$ cat src/rtl/mmio_gpio_pkg.sv
// Shared register map and helpers for the memory-mapped GPIO peripheral.
package mmio_gpio_pkg;

    localparam logic [2:0] GPIO_OUT     = 3'd0;
    localparam logic [2:0] GPIO_DIR     = 3'd1;
    localparam logic [2:0] GPIO_SET     = 3'd2;
    localparam logic [2:0] GPIO_CLR     = 3'd3;
    localparam logic [2:0] GPIO_IN      = 3'd4;
    localparam logic [2:0] GPIO_RISE_EN = 3'd5;
    localparam logic [2:0] GPIO_FALL_EN = 3'd6;
    localparam logic [2:0] GPIO_STATUS  = 3'd7;

    localparam logic [31:0] GPIO_DEFAULT_BASE = 32'hFFFF_F800;

    // Expand the four byte strobes into a 32-bit bit mask.
    function automatic logic [31:0] strobe_mask(input logic [3:0] wstrb);
        logic [31:0] m;
        m = 32'h0000_0000;
        for (int i = 0; i < 4; i++) begin
            m[8*i +: 8] = {8{wstrb[i]}};
        end
        return m;
    endfunction

endpackage

$ cat src/rtl/gpio_sync.sv
// Multi-bit flop-chain synchroniser for asynchronous pad inputs.
module gpio_sync #(
    parameter int unsigned WIDTH  = 6,
    parameter int unsigned STAGES = 2
) (
    input  logic             clk_i,
    input  logic             rst_ni,
    input  logic [WIDTH-1:0] d_i,
    output logic [WIDTH-1:0] q_o
);

    logic [STAGES-1:0][WIDTH-1:0] chain_q;

    // Shift the raw input through STAGES flops; the oldest stage is the output.
    always_ff @(posedge clk_i or negedge rst_ni) begin
        if (!rst_ni) begin
            chain_q <= '0;
        end else begin
            chain_q <= {chain_q[STAGES-2:0], d_i};
        end
    end

    assign q_o = chain_q[STAGES-1];

endmodule

$ cat src/rtl/mmio_gpio.sv
// GPIO peripheral on the picorv32 native bus: out/dir, atomic set/clear,
// synchronised inputs, sticky edge status and a level interrupt.
module mmio_gpio
    import mmio_gpio_pkg::*;
#(
    parameter int unsigned WIDTH       = 6,
    parameter logic [31:0] BASE_ADDR   = GPIO_DEFAULT_BASE,
    parameter int unsigned SYNC_STAGES = 2
) (
    input  logic             clk,
    input  logic             resetn,
    input  logic             mem_valid,
    input  logic [31:0]      mem_addr,
    input  logic [31:0]      mem_wdata,
    input  logic [3:0]       mem_wstrb,
    output logic             mem_ready,
    output logic [31:0]      mem_rdata,
    output logic             sel,
    input  logic [WIDTH-1:0] gpio_in,
    output logic [WIDTH-1:0] gpio_out,
    output logic [WIDTH-1:0] gpio_oe,
    output logic             irq
);

    typedef logic [WIDTH-1:0] bits_t;

    bits_t out_q, out_d;
    bits_t dir_q, dir_d;
    bits_t rise_en_q, rise_en_d;
    bits_t fall_en_q, fall_en_d;
    bits_t status_q, status_d;
    bits_t prev_q;
    bits_t sync_in_s, rise_s, fall_s, wmask_s, wbits_s, w1c_s;

    logic        ready_q;
    logic        irq_q, irq_d;
    logic [31:0] rdata_q, rdata_d;
    logic [31:0] lane_mask_s, rd_val_s;
    logic [2:0]  offset_s;
    logic        req_s, wr_s;
    logic        unused_bits_s;

    assign sel         = mem_valid && (mem_addr[31:5] == BASE_ADDR[31:5]);
    // A request is taken only on the first selected cycle while ready is low.
    assign req_s       = sel && !ready_q;
    assign wr_s        = req_s && (mem_wstrb != 4'b0000);
    assign offset_s    = mem_addr[4:2];
    assign lane_mask_s = strobe_mask(mem_wstrb);
    assign wmask_s     = lane_mask_s[WIDTH-1:0];
    assign wbits_s     = mem_wdata[WIDTH-1:0] & wmask_s;

    assign unused_bits_s = ^{mem_addr[1:0], mem_wdata, lane_mask_s};

    gpio_sync #(
        .WIDTH  (WIDTH),
        .STAGES (SYNC_STAGES)
    ) u_sync (
        .clk_i  (clk),
        .rst_ni (resetn),
        .d_i    (gpio_in),
        .q_o    (sync_in_s)
    );

    assign rise_s = sync_in_s & ~prev_q;
    assign fall_s = ~sync_in_s & prev_q;

    // Register writes, W1C status merge and interrupt next-state.
    always_comb begin
        out_d     = out_q;
        dir_d     = dir_q;
        rise_en_d = rise_en_q;
        fall_en_d = fall_en_q;
        w1c_s     = '0;
        if (wr_s) begin
            case (offset_s)
                GPIO_OUT:     out_d     = (out_q & ~wmask_s) | wbits_s;
                GPIO_DIR:     dir_d     = (dir_q & ~wmask_s) | wbits_s;
                GPIO_SET:     out_d     = out_q | wbits_s;
                GPIO_CLR:     out_d     = out_q & ~wbits_s;
                GPIO_RISE_EN: rise_en_d = (rise_en_q & ~wmask_s) | wbits_s;
                GPIO_FALL_EN: fall_en_d = (fall_en_q & ~wmask_s) | wbits_s;
                GPIO_STATUS:  w1c_s     = wbits_s;
                default:      w1c_s     = '0;
            endcase
        end else begin
            w1c_s = '0;
        end
        // New events are ORed in after the clear so they win a collision.
        status_d = (status_q & ~w1c_s) | (rise_s & rise_en_q) | (fall_s & fall_en_q);
        irq_d    = |(status_d & (rise_en_q | fall_en_q));
    end

    // Read-data mux; zero outside an accepted read so rdata idles at 0.
    always_comb begin
        rd_val_s = 32'h0000_0000;
        case (offset_s)
            GPIO_OUT:     rd_val_s = 32'(out_q);
            GPIO_DIR:     rd_val_s = 32'(dir_q);
            GPIO_IN:      rd_val_s = 32'(sync_in_s);
            GPIO_RISE_EN: rd_val_s = 32'(rise_en_q);
            GPIO_FALL_EN: rd_val_s = 32'(fall_en_q);
            GPIO_STATUS:  rd_val_s = 32'(status_q);
            default:      rd_val_s = 32'h0000_0000;
        endcase
        if (req_s && !wr_s) begin
            rdata_d = rd_val_s;
        end else begin
            rdata_d = 32'h0000_0000;
        end
    end

    // State and bus response registers.
    always_ff @(posedge clk or negedge resetn) begin
        if (!resetn) begin
            out_q     <= '0;
            dir_q     <= '0;
            rise_en_q <= '0;
            fall_en_q <= '0;
            status_q  <= '0;
            prev_q    <= '0;
            ready_q   <= 1'b0;
            rdata_q   <= 32'h0000_0000;
            irq_q     <= 1'b0;
        end else begin
            out_q     <= out_d;
            dir_q     <= dir_d;
            rise_en_q <= rise_en_d;
            fall_en_q <= fall_en_d;
            status_q  <= status_d;
            prev_q    <= sync_in_s;
            ready_q   <= req_s;
            rdata_q   <= rdata_d;
            irq_q     <= irq_d;
        end
    end

    assign mem_ready = ready_q;
    assign mem_rdata = rdata_q;
    assign gpio_out  = out_q;
    assign gpio_oe   = dir_q;
    assign irq       = irq_q;

endmodule

$ cat config.mk
export PLATFORM = sky130hd
export DESIGN_NAME = mmio_gpio
export DESIGN_NICKNAME = d
export VERILOG_FILES = /design/src/rtl/mmio_gpio_pkg.sv /design/src/rtl/gpio_sync.sv /design/src/rtl/mmio_gpio.sv
export SDC_FILE = /design/constraint.sdc
export NUM_CORES = 1
export LEC_CHECK = 0
export BUFFER_PORTS_ARGS = -buffer_cell sky130_fd_sc_hd__buf_2
export CAP_MARGIN = 20
export CORE_MARGIN = 10
export CORE_UTILIZATION = 30
export CTS_BUF_LIST = sky130_fd_sc_hd__clkbuf_4 sky130_fd_sc_hd__clkbuf_8
export DETAILED_ROUTE_END_ITERATION = 8
export PLACE_DENSITY_LB_ADDON = 0.08
export SLEW_MARGIN = 20
export SYNTH_ARGS = -nofsm -noshare
export SYNTH_HDL_FRONTEND = slang
export SYNTH_SLANG_ARGS = --single-unit
$ cat constraint.sdc
create_clock -name clk -period 3 [get_ports clk]
set_clock_uncertainty 0.1 [all_clocks]
set_input_delay 0.3 -clock clk [delete_from_list [all_inputs] [get_ports clk]]
set_output_delay 0.3 -clock clk [all_outputs]
set_load 0.01 [all_outputs]
==> impl_metrics.env <==
export IMPL_synth_fa_ha_area_share_pct=0
export IMPL_antenna_found_initial=0
export IMPL_timing_hold_violations_final=0
export IMPL_synth_flop_cell="dfrtp_1"
export IMPL_final_setup_tns_ns=0
export IMPL_synthTopCellsByArea="dfrtp_1, buf_4, mux2_2"
export IMPL_grt_pass1_wl_mm=13.7
export IMPL_avgSynthCellArea_sq_um=11.4
export IMPL_synth_xor_xnor_area_share_pct=0
export IMPL_clock_latency_ns=0.31
export IMPL_die_width_um=118
export IMPL_syn_to_final_growth_pct=18.5
export IMPL_cts_sinks=56
export IMPL_cp_data_required_time_ns=3.09
export IMPL_grt_pass1_vias=2462
export IMPL_max_slew_worst_pin_slew_ns=0.704
export IMPL_root_buffer="clkbuf_8"
export IMPL_num_vias=2216
export IMPL_cts_setup_buffers=0
export IMPL_die_height_um=118
export IMPL_synth_top_cell_by_area="dfrtp_1"
export IMPL_crit_buf_inv=1
export IMPL_cp_max_fo=6
export IMPL_relSlewSlack_pct=53.0
export IMPL_antenna_left=0
export IMPL_cts_tree="built"
export IMPL_synth_top_cell_area_share_pct=49.0
export IMPL_synth_area_mux_share_pct=12.4
export IMPL_synth_most_common_cell="dfrtp_1"
export IMPL_fin_crit_ns=2.16
export IMPL_yosysWarnings=0
export IMPL_ys_async_sr_fraction_pct=100
export IMPL_worst_endpoint_arrival_ns=2.25
export IMPL_grt_max_degree=57
export IMPL_cts_resized=0
export IMPL_critPathKind="in -> reg"
export IMPL_core_sq_um=9280
export IMPL_place_congestion=0.783
export IMPL_cts_hold_buf=6
export IMPL_firstDrtPassIters=4
export IMPL_holdCritPathClass="in -> async"
export IMPL_max_stage_delay_ns=0.54
export IMPL_netlist_instances=252
export IMPL_finalSetupViolations=0
export IMPL_cts_htree_levels=2
export IMPL_synth_edf_count=0
export IMPL_p_leak_nw=1.76
export IMPL_irDropWorstVdd_mv=0.158
export IMPL_diodes=0
export IMPL_synth_cell_types=42
export IMPL_nets=407
export IMPL_clockBufferDepth=2
export IMPL_portBuffers=69
export IMPL_finalWirelength_mm=8.13
export IMPL_final_cells=457
export IMPL_initial_core_util_pct=30.8
export IMPL_start_kind="input port"
export IMPL_grt_total_usage_pct=12.0
export IMPL_drcViolationCount=0
export IMPL_syn_area_sq_um=2860
export IMPL_rsz0062_at_grt="false"
export IMPL_maxSlewViolCount=0
export IMPL_synthTopCellsByCount="dfrtp_1, buf_4, o21ai_0"
export IMPL_dp_cells=446
export IMPL_slowest_stage="or4b_4"
export IMPL_ys_seq_area_share_pct=49.0
export IMPL_end_kind="flop"
export IMPL_routedWlPerCell_um=17.8
export IMPL_synth_simple_area_share_pct=18.9
export IMPL_drt_iter0_drc=91
export IMPL_die_area_sq_um=13800
export IMPL_maxCapViolCount=0
export IMPL_power_density_nw_per_um2=379
export IMPL_period_share_pct=71.8
export IMPL_cts_clk_slew_worst_paths_ns=0.09
export IMPL_io_pins=124
export IMPL_rows=35
export IMPL_cts_buffers=5
export IMPL_fmax_ghz=0.464
export IMPL_outcome="finished, final reports clean"
export IMPL_drive_above_1_share_pct=31.4
export IMPL_synth_compound_area_share_pct=11.0
export IMPL_synth_top_family_by_area="simple AND/OR/NAND/NOR gates"
export IMPL_grt_overflow=0
export IMPL_dp_hpwl_mm=5.95
export IMPL_crit_family="simple AND/OR/NAND/NOR gates"
export IMPL_avgViaCountPerCell=4.85
export IMPL_crit_chain="buf_2, or4b_4, nor4_4, and3b_1, nand4b_4, mux2_1"
export IMPL_synth_seq_cells=56
## cells by family (layout without fill, tap and decap cells)
logic type | count (synthesis) | after routing
flip-flops | 56 | 56
AO/OA/AOI/OAI | 49 | 49
AND/OR/NAND/NOR | 81 | 81
multiplexers | 30 | 30
buffers and inverters | 35 | 86
other | 1 | 26
## through the flow
| stage | cell area, sq um | util [%] | hold WS, ns | power (W) | worst slack, ns |
|---|---|---|---|---|---|
| finish | 3390 | 36.5 | 0.0276 | 0.00128 | 0.845 |
| global route | 3390 | 36.5 | 0.0923 | 0.00135 | 0.703 |
| CTS | 3390 | 36.5 | 0.0648 | 0.00131 | 0.800 |
| detailed placement | 3260 | 35.1 | 0.235 | 0.000915 | 0.476 |
| global placement | 3260 | 35.1 | 0.232 | 0.000914 | 0.465 |
| floorplan | 2950 | - | -0.0956 | 0.000871 | 0.754 |
## layout by cell type (no fill, tap or decap), types with 6 or more instances in the layout
cell type / n
o21ai_0: 24
nand4_1: 11
dlygate4sd3_1: 6
conb_1: 26
nor2_1: 13
mux2_2: 13
dfrtp_1: 56
buf_4: 6
nand3_1: 7
and3b_1: 8
mux2_1: 11
buf_2: 69
nand2_1: 13
## worst register-to-register path: cells and delay by family (launching register included)
| kind | cells | cell delay, ns |
|---|---|---|
| simple gates | 2 | 0.73 |
| flops | 1 | 0.42 |
| mux | 1 | 0.38 |
## area by class of cell
cell class / count / area, sq um
Clock buffer: 5 / 68.8
Timing Repair Buffer: 81 / 450
Tap cell: 129 / 161
Sequential cell: 56 / 1400
Multi-Input combinational cell: 186 / 1310
Fill cell: 970 / 5890
## power by group
group	internal, W	switching (W)
registers	0.000766	0.00000743
logic	0.0000489	0.0000834
clock network	0.000151	0.000227
## metal layers
layer | track usage [%] | up-vias | wire, um
li1 | - | 1029 | -
met1 | 16.2 | 1079 | 3910
met2 | 17.6 | 99 | 3420
met3 | 4.17 | 9 | 682
met4 | 3.09 | 0 | 123
met5 | 0 | - | 0
## final timing paths
check	from	endpoint	slack, ns	cells after the start
worst max register to register	mem_ready	flop	1.26	3
max in group asynchronous	resetn	async pin	2.31	2
min in group clk	mem_wdata[3]	flop	0.18	2
worst max-delay path	mem_addr[6]	flop	0.84	6
worst min-delay path	resetn	async pin	0.03	2
worst min register to register	u_sync.chain_q[2]	u_sync.q_o[2]	0.25	0
Power figures use the tool's default switching activity.
